**src/rtl/hdlc_line_checker_pkg.sv**
```systemverilog
// Shared constants for the HDLC line checker: FSM state codes, sticky error
// bit positions and the flag octet from which the run-length limits derive.
package hdlc_chk_pkg;

    localparam logic [1:0] HUNT  = 2'd0;
    localparam logic [1:0] SYNC  = 2'd1;
    localparam logic [1:0] FRAME = 2'd2;

    localparam int ERR_ALIGN = 0;
    localparam int ERR_OVF   = 1;
    localparam int ERR_FLAG  = 2;
    localparam int ERR_ABORT = 3;
    localparam int ERR_W     = 4;

    localparam logic [7:0] FLAG_PATTERN = 8'h7E;
    // Ones inside a flag; one fewer is the stuffing threshold, one more an abort.
    localparam int FLAG_ONES = $countones(FLAG_PATTERN);
    // Counted bits of a closing flag (its 0111111 prefix) that precede the final zero.
    localparam int FLAG_PREFIX_BITS = FLAG_ONES + 1;

endpackage

```
**src/rtl/hdlc_line_checker_chan.sv**
```systemverilog
// One HDLC channel: flag/abort/idle hunting, zero destuffing, frame sizing,
// sticky errors and the fixed-latency cross-check of the DUT flag strobe.
module hdlc_chk_chan
    import hdlc_chk_pkg::*;
#(
    parameter int MAX_FRAME_BYTES = 128,
    parameter int IDLE_BITS       = 8,
    parameter int FLAG_LAT        = 2
) (
    input  logic             Clk,
    input  logic             Rst,
    input  logic             rx_i,
    input  logic             en_i,
    input  logic             dut_flag_i,
    input  logic             clr_err_i,
    output logic             flag_o,
    output logic             abort_o,
    output logic             idle_o,
    output logic             frame_end_o,
    output logic [7:0]       frame_size_o,
    output logic [ERR_W-1:0] err_o,
    output logic [ERR_W-1:0] err_evt_o
);

    // Bit counter must reach at least 256 bytes plus a flag so the reported
    // size can saturate at 255 instead of wrapping.
    localparam int MAXB     = (MAX_FRAME_BYTES > 255) ? MAX_FRAME_BYTES : 255;
    localparam int BC_W     = $clog2((MAXB + 2) * 8);
    localparam int BL_W     = $clog2(FLAG_LAT + 1);
    localparam logic [BC_W-1:0] BC_MAX    = '1;
    localparam logic [BC_W-1:0] PREFIX    = BC_W'(FLAG_PREFIX_BITS);
    // Payload is provably past the limit once this many bits are counted,
    // since at most a flag prefix of them can still belong to a closing flag.
    localparam logic [BC_W-1:0] OVF_BITS  = BC_W'((MAX_FRAME_BYTES + 1) * 8 + FLAG_PREFIX_BITS);
    localparam logic [2:0]      RUN_FLAG  = 3'(FLAG_ONES);
    localparam logic [2:0]      RUN_STUFF = 3'(FLAG_ONES - 1);
    localparam logic [3:0]      IDLE_HIT  = 4'(IDLE_BITS - 1);

    logic [1:0]          state_q, state_d;
    logic [2:0]          ones_q, ones_d;
    logic [3:0]          idle_cnt_q, idle_cnt_d;
    logic [BC_W-1:0]     bitcnt_q, bitcnt_d;
    logic                ovf_q, ovf_d;
    logic                flag_q, abort_q, idle_p_q, fend_q, fend_d;
    logic [7:0]          size_q, size_d;
    logic [ERR_W-1:0]    err_q, err_d, evt;
    logic [FLAG_LAT-1:0] fl_pipe_q;
    logic [BL_W-1:0]     blank_q;

    logic                is_flag, is_stuff, is_abort, is_idle;
    logic [BC_W-1:0]     payload;
    logic [BC_W-4:0]     pbytes;

    always_comb begin
        is_flag  = en_i && !rx_i && (ones_q == RUN_FLAG);
        is_stuff = en_i && !rx_i && (ones_q == RUN_STUFF);
        is_abort = en_i &&  rx_i && (ones_q == RUN_FLAG);
        is_idle  = en_i &&  rx_i && (idle_cnt_q == IDLE_HIT);

        // Shared-zero flags can close with fewer counted bits than a prefix.
        payload  = (bitcnt_q > PREFIX) ? (bitcnt_q - PREFIX) : '0;
        pbytes   = payload[BC_W-1:3];

        ones_d     = ones_q;
        idle_cnt_d = idle_cnt_q;
        if (en_i) begin
            ones_d     = !rx_i ? 3'd0 : ((ones_q == 3'd7) ? 3'd7 : ones_q + 3'd1);
            idle_cnt_d = !rx_i ? 4'd0 : ((idle_cnt_q == 4'hF) ? 4'hF : idle_cnt_q + 4'd1);
        end

        state_d  = state_q;
        bitcnt_d = bitcnt_q;
        ovf_d    = ovf_q;
        fend_d   = 1'b0;
        size_d   = size_q;
        evt      = '0;
        if (en_i) begin
            case (state_q)
                HUNT: if (is_flag) state_d = SYNC;
                SYNC: begin
                    if (is_abort) begin
                        state_d = HUNT;
                    end else if (!is_flag && !is_stuff) begin
                        state_d  = FRAME;
                        bitcnt_d = BC_W'(1);
                        ovf_d    = 1'b0;
                    end
                end
                FRAME: begin
                    if (is_abort) begin
                        state_d        = HUNT;
                        evt[ERR_ABORT] = 1'b1;
                    end else if (is_flag) begin
                        state_d = SYNC;
                        if (payload != '0) begin
                            fend_d         = 1'b1;
                            size_d         = (pbytes > (BC_W-3)'(255)) ? 8'hFF : pbytes[7:0];
                            evt[ERR_ALIGN] = |payload[2:0];
                        end
                    end else if (!is_stuff) begin
                        bitcnt_d = (bitcnt_q == BC_MAX) ? bitcnt_q : bitcnt_q + BC_W'(1);
                        if (!ovf_q && bitcnt_d >= OVF_BITS) begin
                            ovf_d        = 1'b1;
                            evt[ERR_OVF] = 1'b1;
                        end
                    end
                end
                default: state_d = HUNT;
            endcase
            if (is_idle) state_d = HUNT;
        end

        evt[ERR_FLAG] = (blank_q == '0) && (dut_flag_i != fl_pipe_q[FLAG_LAT-1]);
        // A fresh event outranks a simultaneous clear.
        err_d = (clr_err_i ? '0 : err_q) | evt;
    end

    always_ff @(posedge Clk) begin
        if (Rst) begin
            state_q    <= HUNT;
            ones_q     <= '0;
            idle_cnt_q <= '0;
            bitcnt_q   <= '0;
            ovf_q      <= 1'b0;
            flag_q     <= 1'b0;
            abort_q    <= 1'b0;
            idle_p_q   <= 1'b0;
            fend_q     <= 1'b0;
            size_q     <= '0;
            err_q      <= '0;
            fl_pipe_q  <= '0;
            blank_q    <= BL_W'(FLAG_LAT);
        end else begin
            state_q    <= state_d;
            ones_q     <= ones_d;
            idle_cnt_q <= idle_cnt_d;
            bitcnt_q   <= bitcnt_d;
            ovf_q      <= ovf_d;
            flag_q     <= is_flag;
            abort_q    <= is_abort;
            idle_p_q   <= is_idle;
            fend_q     <= fend_d;
            size_q     <= size_d;
            err_q      <= err_d;
            fl_pipe_q  <= FLAG_LAT'({fl_pipe_q, is_flag});
            blank_q    <= (blank_q != '0) ? blank_q - BL_W'(1) : '0;
        end
    end

    assign flag_o       = flag_q;
    assign abort_o      = abort_q;
    assign idle_o       = idle_p_q;
    assign frame_end_o  = fend_q;
    assign frame_size_o = size_q;
    assign err_o        = err_q;
    assign err_evt_o    = evt;

endmodule

```
**config.mk**
```make
export PLATFORM = sky130hd
export DESIGN_NAME = hdlc_chk_chan
export DESIGN_NICKNAME = d
export VERILOG_FILES = /design/src/rtl/hdlc_line_checker_pkg.sv /design/src/rtl/hdlc_line_checker_chan.sv
export SDC_FILE = /design/constraint.sdc
export NUM_CORES = 1
export LEC_CHECK = 0
export ABC_AREA = 0
export CAP_MARGIN = 10
export CELL_PAD_IN_SITES_DETAIL_PLACEMENT = 1
export CELL_PAD_IN_SITES_GLOBAL_PLACEMENT = 1
export CORE_UTILIZATION = 38
export CTS_CLUSTER_DIAMETER = 200
export DETAILED_ROUTE_END_ITERATION = 10
export PLACE_DENSITY_LB_ADDON = 0.1
export SYNTH_ARGS = -nofsm -noshare
export SYNTH_HDL_FRONTEND = slang
export SYNTH_SLANG_ARGS = --single-unit
```
**constraint.sdc**
```tcl
create_clock -name Clk -period 2.15 [get_ports Clk]
set_input_delay 0.3225 -clock Clk [delete_from_list [all_inputs] [get_ports Clk]]
set_output_delay 0.3225 -clock Clk [all_outputs]
set_load 0.02 [all_outputs]
```
; Word level (Yosys, flattened, before mapping)
; Index checks and enable logic that the tools add are counted.
[word_totals]
register_bits = 42
input_bits = 6
out_inout_bits = 20
[classes]
add_sub_neg = 5
n_lt_le_gt_ge = 3
n_eq_ne = 16
n_mux = 40
bitwise_logic = 6
n_reduce_logical = 25
[ops]
columns = cell, n
row1 = two-way mux 12 bit, 7
row2 = one-hot mux 12 bit (2 select lines), 1
row3 = two-way mux 2 bit, 9
row4 = two-way mux 1 bit, 15
row5 = "adder 12 x 1 -> 12 bit, second input constant", 1
row6 = "== test 12 bit, second input constant", 1
row7 = ">= comparator 12 x 11 -> 1 bit, second input constant", 1
row8 = "> comparator 12 x 3 -> 1 bit, second input constant", 1
row9 = two-way mux 4 bit, 3
row10 = "inequality test 2 bit, second input constant", 6
row11 = nonzero test 12 bit, 1
row12 = "subtractor 12 x 3 -> 12 bit, second input constant", 1
row13 = "== test 3 bit, second input constant", 3
row14 = "> comparator 9 x 8 -> 1 bit, second input constant", 1
row15 = logical AND 1 bit, 9
row16 = two-way mux 8 bit, 1
row17 = AND reduction 8 bit, 1
row18 = AND reduction 7 bit, 1
row19 = two-way mux 3 bit, 2
row20 = one-hot mux 2 bit (3 select lines), 1
row21 = inverter 1 bit, 5
row22 = AND reduction 5 bit, 1
row23 = OR reduction 5 bit, 1
row24 = "adder 4 x 1 -> 4 bit, second input constant", 1
row25 = 16 further kinds, 21

; Depth between registers and ports, before layout
; Gate-level depths: netlist of the first run.
[logic_depth]
ltp_word = 11
mapped_depth = 9
ltp_nobuf = 8

; Worst setup path after synthesis of the first run
; OpenSTA, ideal clock, no wires.
[synth_path]
kind = reg-to-output
from = register bitcnt_q[1]
to = output port err_evt_o[1]
arrival_time_ns = 1.908
path_slack_ns = -0.080
stages_incl_launch_ff = 9
path_buffers = 1
cell_sequence = dfxtp_1 -> ha_1 -> buf_6 -> nand4_1 -> o211ai_1 -> o21ai_0 -> a31oi_1 -> o31ai_1 -> a21oi_1
[synth_between]
elab_chain_cells = 10
elab_cells_between_ends = 11
[synth_lines]
columns = element, line
row1 = start: declaration, hdlc_line_checker_chan.sv:42  ; logic [BC_W-1:0] bitcnt_q, bitcnt_d;
row2 = start signal: assignment, hdlc_line_checker_chan.sv:137  ; bitcnt_q <= bitcnt_d;
row3 = adder 12 x 1 -> 12 bit / == test 12 bit (equally long branches), hdlc_line_checker_chan.sv:101  ; bitcnt_d = (bitcnt_q == BC_MAX) ? bitcnt_q : bitcnt_q + BC_W'(1);
row4 = two-way mux 12 bit *, hdlc_line_checker_chan.sv:101
row5 = >= comparator 12 x 11 -> 1 bit *, hdlc_line_checker_chan.sv:102  ; if (!ovf_q && bitcnt_d >= OVF_BITS) begin
row6 = logical AND 1 bit *, hdlc_line_checker_chan.sv:102
row7 = two-way mux 1 bit *, hdlc_line_checker_chan.sv:102
row8 = two-way mux 1 bit *, hdlc_line_checker_chan.sv:100  ; end else if (!is_stuff) begin
row9 = two-way mux 1 bit *, hdlc_line_checker_chan.sv:93  ; end else if (is_flag) begin
row10 = two-way mux 2 bit *, hdlc_line_checker_chan.sv:90  ; if (is_abort) begin
row11 = two-way mux 2 bit *, hdlc_line_checker_chan.sv:78  ; case (state_q)
row12 = two-way mux 2 bit *, hdlc_line_checker_chan.sv:77  ; if (en_i) begin
row13 = end: declaration, hdlc_line_checker_chan.sv:22  ; output logic [ERR_W-1:0] err_evt_o
; Every way passes the cells marked *; elsewhere a longest branch is shown, timed or not.

; Worst setup path in the final report of the first run
[layout_path]
from = register bitcnt_q[8]
to = output port err_evt_o[1]
; The elaborated chain is that of the path after synthesis.

==> metrics.md, run 1 <==
| Metric | Value |
|---|---|
| Number of max-cap violations | `0` |
| Number of buffers created by CTS | `5` |
| Uppermost layer routed | `met4` |
| GPL Wtd Cong | `0.864` |
| Main combinational cell family by area after synthesis | `simple AND/OR/NAND/NOR gates` |
| Hold Vio Cnt, Final | `0` |
| Combinational fraction of design power | `0.054` |
| Final setup violating endpoints | `16` |
| P_sw | `373 uW` |
| Max FO, Critical Path | `8` |
| Asr flop ratio synth | `0` |
| Initial antenna violation count | `0` |
| Top-area cell type share of the netlist area | `0.335` |
| Met3 routed WL | `585 um` |
| Vias | `3047` |
| Critical path depth | `9` |
| Tmin final | `2.52 ns` |
| GRT Resource Usage Total | `0.283` |
| Clock group share of total power | `0.441` |
| Clock latency on the worst-skew pair | `0.31 ns` |
| ANT nets after route | `0` |
| Antenna cell count | `0` |
| First-pass GRT wire length | `14.3 mm` |
| M1 WL | `4.51 mm` |
| Setup ws final | `-0.370 ns` |
| Routed WL per cell | `22.3 um` |
| DIE AREA | `6780 um2` |
| Mux cell area share after synthesis | `0.0332` |
| # IOs | `26` |
| Top_reg_cell synth | `dfxtp_1` |
| Area contributors post-synth | `dfxtp_1 33%, nand2_1 4.7%, a21oi_1 4.7%, nor2_1 4.1%, o21ai_0 4.1%` |
| WL met2 | `5.45 mm` |
| Initial Util | `0.405` |
| Finished Layout Cells | `496` |
| Max Freq | `0.397 GHz` |
| RSZ-0062 raised after global routing | `yes` |
| Routed wire length | `11.1 mm` |
| Slowest stage delay, CP | `0.35 ns` |
| Synth Area in Simple Gates | `0.288` |
| Setup CP Type | `reg2out` |
| Nets | `431` |
| Crit path max-delay family | `compound AO/OA/AOI/OAI gates` |
| Die height | `82.3 um` |
| Syn. warnings | `0` |
| Avg Synthesized Cell Area | `7.79 um2` |
| Core Area | `6060 um2` |
| Final Util | `0.631` |
| Layout cell share with drive strength beyond 1 | `0.373` |
| P per Cell Area | `396 nW/um2` |
| Worst Path Required | `1.83 ns` |
| Final slew viol count | `0` |
| Worst path arrival time | `2.20 ns` |
| Cells after Synth | `315` |
| Post-synthesis xor/xnor area fraction | `0.0286` |
| Clk root buf | `clkbuf_8` |
| Clock slew at reported path FFs | `0.09 ns` |
| Slew margin rel. | `0.680` |
| Clock sinks | `41` |
| Pre-CTS WS | `-0.467 ns` |
| Most frequent cells in the layout | `88 x buf_4, 30 x dfxtp_1, 29 x nand2_1, 24 x nor2_1` |
| DP Cell Count | `467` |
| Largest net degree at the start of global routing | `22` |
| DR iter-0 viols | `158` |
| Int Pwr | `1140 uW` |
| Final period util | `1.17` |
| CP endpoint kind | `output port` |
| Setup crit start kind | `flip-flop` |
| P_leak | `0.00150 uW` |
| Synth Area in Compound Gates | `0.227` |
| Failing checks | `negative setup slack` |
| Peak supply drop | `342 uV` |
| Skew final | `0.0114 ns` |
| Grt total ovfl | `0` |
| Synth area leader | `dfxtp_1` |
| WHS Path Cells | `2` |
| Synth Net Count | `326` |
| Synth Area in Adders | `0.0255` |
| Die Width | `82.3 um` |
| FF+latch count, synth | `41` |
| Area delta synth->final | `56.0%` |
| Hold/Removal Path Class | `reg2reg` |
| HPWL Detailed | `5.90 mm` |
| Fillers | `733` |
| Htree depth | `2` |
| Crit path top cell by count | `buf_6` |
| Switching Share | `0.246` |
| Number of flops mapped to enable cells by yosys | `0` |
| Flop pwr share | `0.505` |
| Number of buffers added on ports | `25` |
| Vias in the first global route | `2876` |
| Count of different cell masters after synthesis | `54` |
| Result of the run | `complete, but fails checks` |
| TritonCTS clock tree | `yes` |
| Post-synthesis sequential area ratio | `0.335` |
| Synthesized area | `2450 um2` |
| Commonest non-fill, non-tap cell in the layout | `buf_4` |
| Drt drc | `0` |
| Critical-path cell list | `buf_6, and4_4, o211ai_1, o21ai_1, a31oi_2, o31ai_2, buf_4, a21oi_4, buf_6` |
| Crit path buf inv count | `3` |
| Vias per cell | `6.14` |
| Worst r2r path cells | `11` |
| Std cell rows | `28` |
| Worst-margin pin slew | `0.477 ns` |
| Router iterations before antenna repair | `4` |
| CTS Buffer Depth | `2` |
| Critical-path top delay cell | `dfxtp_2` |
==> tightest hold or removal path, stage by stage, from the launching register on <==
cell and delay, ns:
dfxtp_1 0.32, nand2_1 0.05, mux2i_1 0.05
==> layout make-up <==
| type | count | area, um2 | area share |
|---|---|---|---|
| multi-input combinational | 240 | 1690 | 0.442 |
| timing repair buffer | 123 | 1050 | 0.273 |
| sequential | 41 | 847 | 0.221 |
| tap | 75 | 93.8 | 0.0245 |
| clock buffer | 5 | 68.8 | 0.0180 |
| clock inverter | 3 | 46.3 | 0.0121 |
| inverter | 9 | 33.8 | 0.00883 |
==> synth_stat cells (2+ instances only) <==
library cell / number
a211oi_1: 7
a21boi_0: 2
a21oi_1: 23
a311oi_1: 2
a31oi_1: 5
a41oi_1: 2
and2_1: 5
and3_1: 2
and4_1: 3
buf_2: 6
buf_6: 2
clkbuf_1: 15
dfxtp_1: 41
ha_1: 5
inv_1: 9
mux2i_1: 7
nand2_1: 31
nand2b_1: 6
nand3_1: 12
nand4_1: 8
nand4b_1: 3
nor2_1: 27
nor2b_1: 6
nor3_1: 15
nor3b_1: 3
nor4_1: 3
o2111ai_1: 3
o211ai_1: 5
o21a_1: 2
o21ai_0: 20
o21ai_1: 2
o31ai_1: 2
o41ai_1: 2
or3_1: 3
xnor2_1: 5
xor2_1: 3
==> stage by stage <==
| step | TNS [ns] | hold slack (ns) | cell area [um2] | power [uW] |
|---|---|---|---|---|
| finish | -1.48 | 0.460 | 3820 | 1510 |
| floorplan | 0 | 0.422 | 2460 | 825 |
| global placement | -2.03 | 0.438 | 3270 | 863 |
| detailed placement | -2.59 | 0.449 | 3270 | 866 |
| global route | -2.83 | 0.487 | 3820 | 1560 |
| CTS | -0.245 | 0.463 | 3570 | 1520 |
==> power by group through the flow <==
stage | registers [uW] | logic (uW) | clock network [uW]
2_1_floorplan | 789 | 35.8 | 0
4_1_cts | 768 | 78.3 | 676
5_1_grt | 766 | 88.9 | 706
6_report | 765 | 81.8 | 668
3_5_place_dp | 789 | 77.8 | 0
3_3_place_gp | 788 | 75.4 | 0
==> sequential cells by signal, summed over array words and instances, names as in the netlist, 2 cells and up <==
signal        flops
ones_q            3
fl_pipe_q         2
err_o             4
bitcnt_q         12
frame_size_o      8
blank_q           2
state_q           2
idle_cnt_q        4
==> worst paths after layout <==
kind,to,slack [ns],from
setup reg to reg,ovf_q$_SDFFE_PP0P_,-0.16,ones_q[1]$_SDFFE_PP0P_
hold / removal,frame_size_o[6]$_SDFFE_PP0P_,0.46,frame_size_o[6]$_SDFFE_PP0P_
setup / recovery,err_evt_o[1],-0.37,bitcnt_q[8]$_SDFFE_PP0P_
hold reg to reg,frame_size_o[6]$_SDFFE_PP0P_,0.46,frame_size_o[6]$_SDFFE_PP0P_
==> what timing repair did <==
action,in CTS,in global routing
hold endpoints to repair,0,0
pin swaps,22,20
setup buffers,9,15
hold buffers,0,0
gates resized for setup,50,35
setup endpoints to repair,12,22
==> kinds of logic (layout without fill, tap and decap cells) <==
kind of cell	count (synthesis)	after routing
xor+xnor	8	8
simple gates	133	133
fa+ha+maj	5	5
buf+inv	34	140
mux	8	8
flops	41	41
compound gates	86	86
==> per-layer routing <==
| layer | vias up | GRT usage |
|---|---|---|
| met3 | 51 | 0.0571 |
| met5 | - | 0 |
| met1 | 1515 | 0.330 |
| li1 | 1353 | - |
| met2 | 128 | 0.505 |
| met4 | 0 | 0.107 |
Note: power is estimated with default switching activity, not from simulation.
==> inputs of run 2 (changes only) <==
--- a/config.mk
+++ b/config.mk
@@ -9,6 +9,7 @@
 export CAP_MARGIN = 10
 export CELL_PAD_IN_SITES_DETAIL_PLACEMENT = 1
 export CELL_PAD_IN_SITES_GLOBAL_PLACEMENT = 1
+export CORE_ASPECT_RATIO = 2
 export CORE_UTILIZATION = 38
 export CTS_CLUSTER_DIAMETER = 200
 export DETAILED_ROUTE_END_ITERATION = 10
==> run 2 against run 1 <==
Against the previous run:
- the flow still finishes with violations (negative setup slack)
- via count is 6.5% lower
- count of clock-buffer cells in the layout stayed put
- sequential cell count stayed put
- critical path depth is 1 lower
- register-to-register slack better by 0.09 ns
- setup slack better by 0.17 ns
- non-clock buffer count is 18 lower
- routed wire length is 14% lower
- critical path type unchanged
- hold slack worse by 0.0013 ns
- highest routed layer unchanged
- global-route usage is 0.44 points higher
==> metrics.md, run 2 (synthesis results as in run 1) <==
| Metric | Value |
|---|---|
| Finished Cell Area | `3680 um2 (-3.9%)` |
| Clk root buf | `clkbuf_16` |
| Routed WL per cell | `19.4 um (-13%)` |
| Setup crit start kind | `flip-flop` |
| TritonCTS clock tree | `yes` |
| Most frequent cells in the layout | `75 x buf_4, 34 x dfxtp_1, 30 x nand2_1, 22 x nor2_1, 22 x a21oi_1` |
| Crit path max-delay family | `compound AO/OA/AOI/OAI gates` |
| Hold/Removal Path Class | `reg2reg` |
| # IOs | `26 (unchanged)` |
| P_leak | `0.00147 uW (-1.8%)` |
| Vias | `2850 (-6.5%)` |
| Nets | `413 (-4.2%)` |
| Skew final | `0.00357 ns (-0.00779 ns)` |
| First-pass GRT wire length | `14.6 mm (+2.4%)` |
| Setup CP Type | `reg2out` |
| Setup ws final | `-0.204 ns (+0.166 ns)` |
| Worst r2r dst | `frame_size_o[5]$_SDFFE_PP0P_` |
| Largest net degree at the start of global routing | `22 (unchanged)` |
| Htree depth | `2 (unchanged)` |
| Max reg flops | `12 (unchanged)` |
| Core Area | `6260 um2 (+3.3%)` |
| Fillers | `782 (+6.7%)` |
| FF-to-FF Start | `bitcnt_q[1]$_SDFFE_PP0P_` |
| Vias per cell | `5.83 (-5.1%)` |
| Initial Util | `0.392 (-0.0128)` |
| Number of buffers added on ports | `25 (unchanged)` |
| Router iterations before antenna repair | `4 (unchanged)` |
| Initial antenna violation count | `0 (unchanged)` |
| Drt drc | `0 (unchanged)` |
| Critical-path top delay cell | `dfxtp_4` |
| Finished Layout Cells | `489 (-1.4%)` |
| Peak supply drop | `458 uV (+34%)` |
| Hold wc startpoint | `frame_size_o[0]$_SDFFE_PP0P_` |
| ANT nets after route | `0 (unchanged)` |
| Std cell rows | `41 (+46%)` |
| Critical-path cell list | `ha_4, nand4_1, o211ai_1, o21ai_1, a31oi_2, o31ai_4, a21oi_4, buf_6` |
| Worst r2r path cells | `8 (-3)` |
| Hold Vio Cnt, Final | `0 (unchanged)` |
| DIE AREA | `6800 um2 (+0.29%)` |
| Routed wire length | `9.50 mm (-14%)` |
| Number of max-cap violations | `0 (unchanged)` |
| Post-CTS Hold Buffers | `0 (unchanged)` |
| Worst Path Required | `1.83 ns (about the same)` |
| Final setup violating endpoints | `8 (-8)` |
| Layout cell share with drive strength beyond 1 | `0.318 (-0.0553)` |
| RSZ-0062 raised after global routing | `yes` |
| DR iter-0 viols | `127 (-20%)` |
| Slowest stage delay, CP | `0.37 ns (+0.02 ns)` |
| CTS Buffer Depth | `2 (unchanged)` |
| Grt total ovfl | `0 (unchanged)` |
| Failing checks | `negative setup slack` |
| P per Cell Area | `505 nW/um2 (+28%)` |
| Worst path arrival time | `2.03 ns (-0.17 ns)` |
| Die Width | `58.8 um (-29%)` |
| Top reg by flops | `bitcnt_q` |
| Crit path buf inv count | `1 (-2)` |
| CP endpoint kind | `output port` |
| Tmin final | `2.35 ns (-0.166 ns)` |
| Clock sinks | `41 (unchanged)` |
| WHS Path Cells | `2 (unchanged)` |
| Antenna cell count | `0 (unchanged)` |
| Final slew viol count | `0 (unchanged)` |
| Reg2reg setup slack | `-0.07 ns (+0.09 ns)` |
| HPWL Detailed | `6.48 mm (+9.9%)` |
| Die height | `116 um (+40%)` |
| Pre-CTS WS | `-0.502 ns (-0.0342 ns)` |
| Result of the run | `complete, but fails checks` |
| Slew margin rel. | `0.683 (+0.00327)` |
| Max FO, Critical Path | `5 (-3)` |
| Hold Path End | `frame_size_o[0]$_SDFFE_PP0P_` |
| Placed Area | `3230 um2 (-1.3%)` |
| Worst-margin pin slew | `0.471 ns (-0.00621 ns)` |
| DP Cell Count | `472 (+1.1%)` |
| Max Freq | `0.425 GHz (+7.0%)` |
| Vias in the first global route | `3089 (+7.4%)` |
| Clock slew at reported path FFs | `0.06 ns (-0.03 ns)` |
| Number of buffers created by CTS | `5 (unchanged)` |
| Clock latency on the worst-skew pair | `0.29 ns (-0.02 ns)` |
| Final period util | `1.09 (-0.0770)` |
| Commonest non-fill, non-tap cell in the layout | `buf_4` |
| GPL Wtd Cong | `1.05 (+22%)` |
| GRT Resource Usage Total | `0.287 (+0.00440)` |
| Area delta synth->final | `49.9%` |
| Final Util | `0.588 (-0.0435)` |
-- run 2: area by class of cell --
cell class,instances,area [um2],share of cell area
Multi-Input combinational cell,240,1630,0.444
Timing Repair Buffer,105,873,0.237
Sequential cell,41,835,0.227
Clock buffer,5,125,0.0340
Tap cell,86,108,0.0293
Clock inverter,3,68.8,0.0187
Inverter,9,33.8,0.00919
-- run 2: where the power goes --
group          leakage [uW]  internal (uW)  switching, uW
clock             0.0000944            670            342
sequential         0.000335            764           5.29
combinational       0.00104           32.2           44.5
-- run 2: stage by stage --
stage / total power (uW) / TNS [ns] / hold WS, ns
global route: 1900 / -1.34 / 0.479
finish: 1860 / -0.551 / 0.458
CTS: 1880 / -0.496 / 0.453
detailed placement: 865 / -2.60 / 0.445
global placement: 862 / -2.18 / 0.436
floorplan: 825 / 0 / 0.422
-- run 2: tightest hold or removal path: cells and delay by family, from the launching register on --
| kind | cells | cell delay (ns) |
|---|---|---|
| and+or+nand+nor | 1 | 0.05 |
| muxes | 1 | 0.05 |
| DFF | 1 | 0.31 |
-- run 2: routing by layer --
| layer | share of wire | global-route usage | up-vias |
|---|---|---|---|
| met2 | 0.58 | 0.570 | 74 |
| met3 | 0.022 | 0.0368 | 40 |
| met4 | 0.051 | 0.187 | 0 |
| met1 | 0.35 | 0.253 | 1420 |
| li1 | - | - | 1316 |
| met5 | 0 | 0 | - |
-- run 2: worst max-delay path by stage --
stage                                        start      endpoint  depth (start not counted)
after floorplan           bitcnt_q[1]$_SDFFE_PP0P_  err_evt_o[1]                          8
after global placement    bitcnt_q[0]$_SDFFE_PP0P_  err_evt_o[1]                          9
after detailed placement  bitcnt_q[0]$_SDFFE_PP0P_  err_evt_o[1]                         10
after CTS                 bitcnt_q[1]$_SDFFE_PP0P_  err_evt_o[1]                          9
after global routing      bitcnt_q[1]$_SDFFE_PP0P_  err_evt_o[1]                          8
final                     bitcnt_q[1]$_SDFFE_PP0P_  err_evt_o[1]                          8
-- run 2: repair_timing --
action | CTS | global route
cloned | 0 | 0
setup buffers | 9 | 1
pin swaps | 12 | 2
gates resized for setup | 47 | 20
endpoints found under the setup margin | 12 | 16
endpoints found under the hold margin | 0 | 0
==> inputs of run 3 (changes only) <==
--- a/config.mk
+++ b/config.mk
@@ -13,6 +13,7 @@
 export CORE_UTILIZATION = 38
 export CTS_CLUSTER_DIAMETER = 200
 export DETAILED_ROUTE_END_ITERATION = 10
+export HOLD_SLACK_MARGIN = 0.08
 export PLACE_DENSITY_LB_ADDON = 0.1
 export SYNTH_ARGS = -nofsm -noshare
 export SYNTH_HDL_FRONTEND = slang
==> results of run 3 <==
No change in the layout: final DEF, timing and power equal those of run 2.
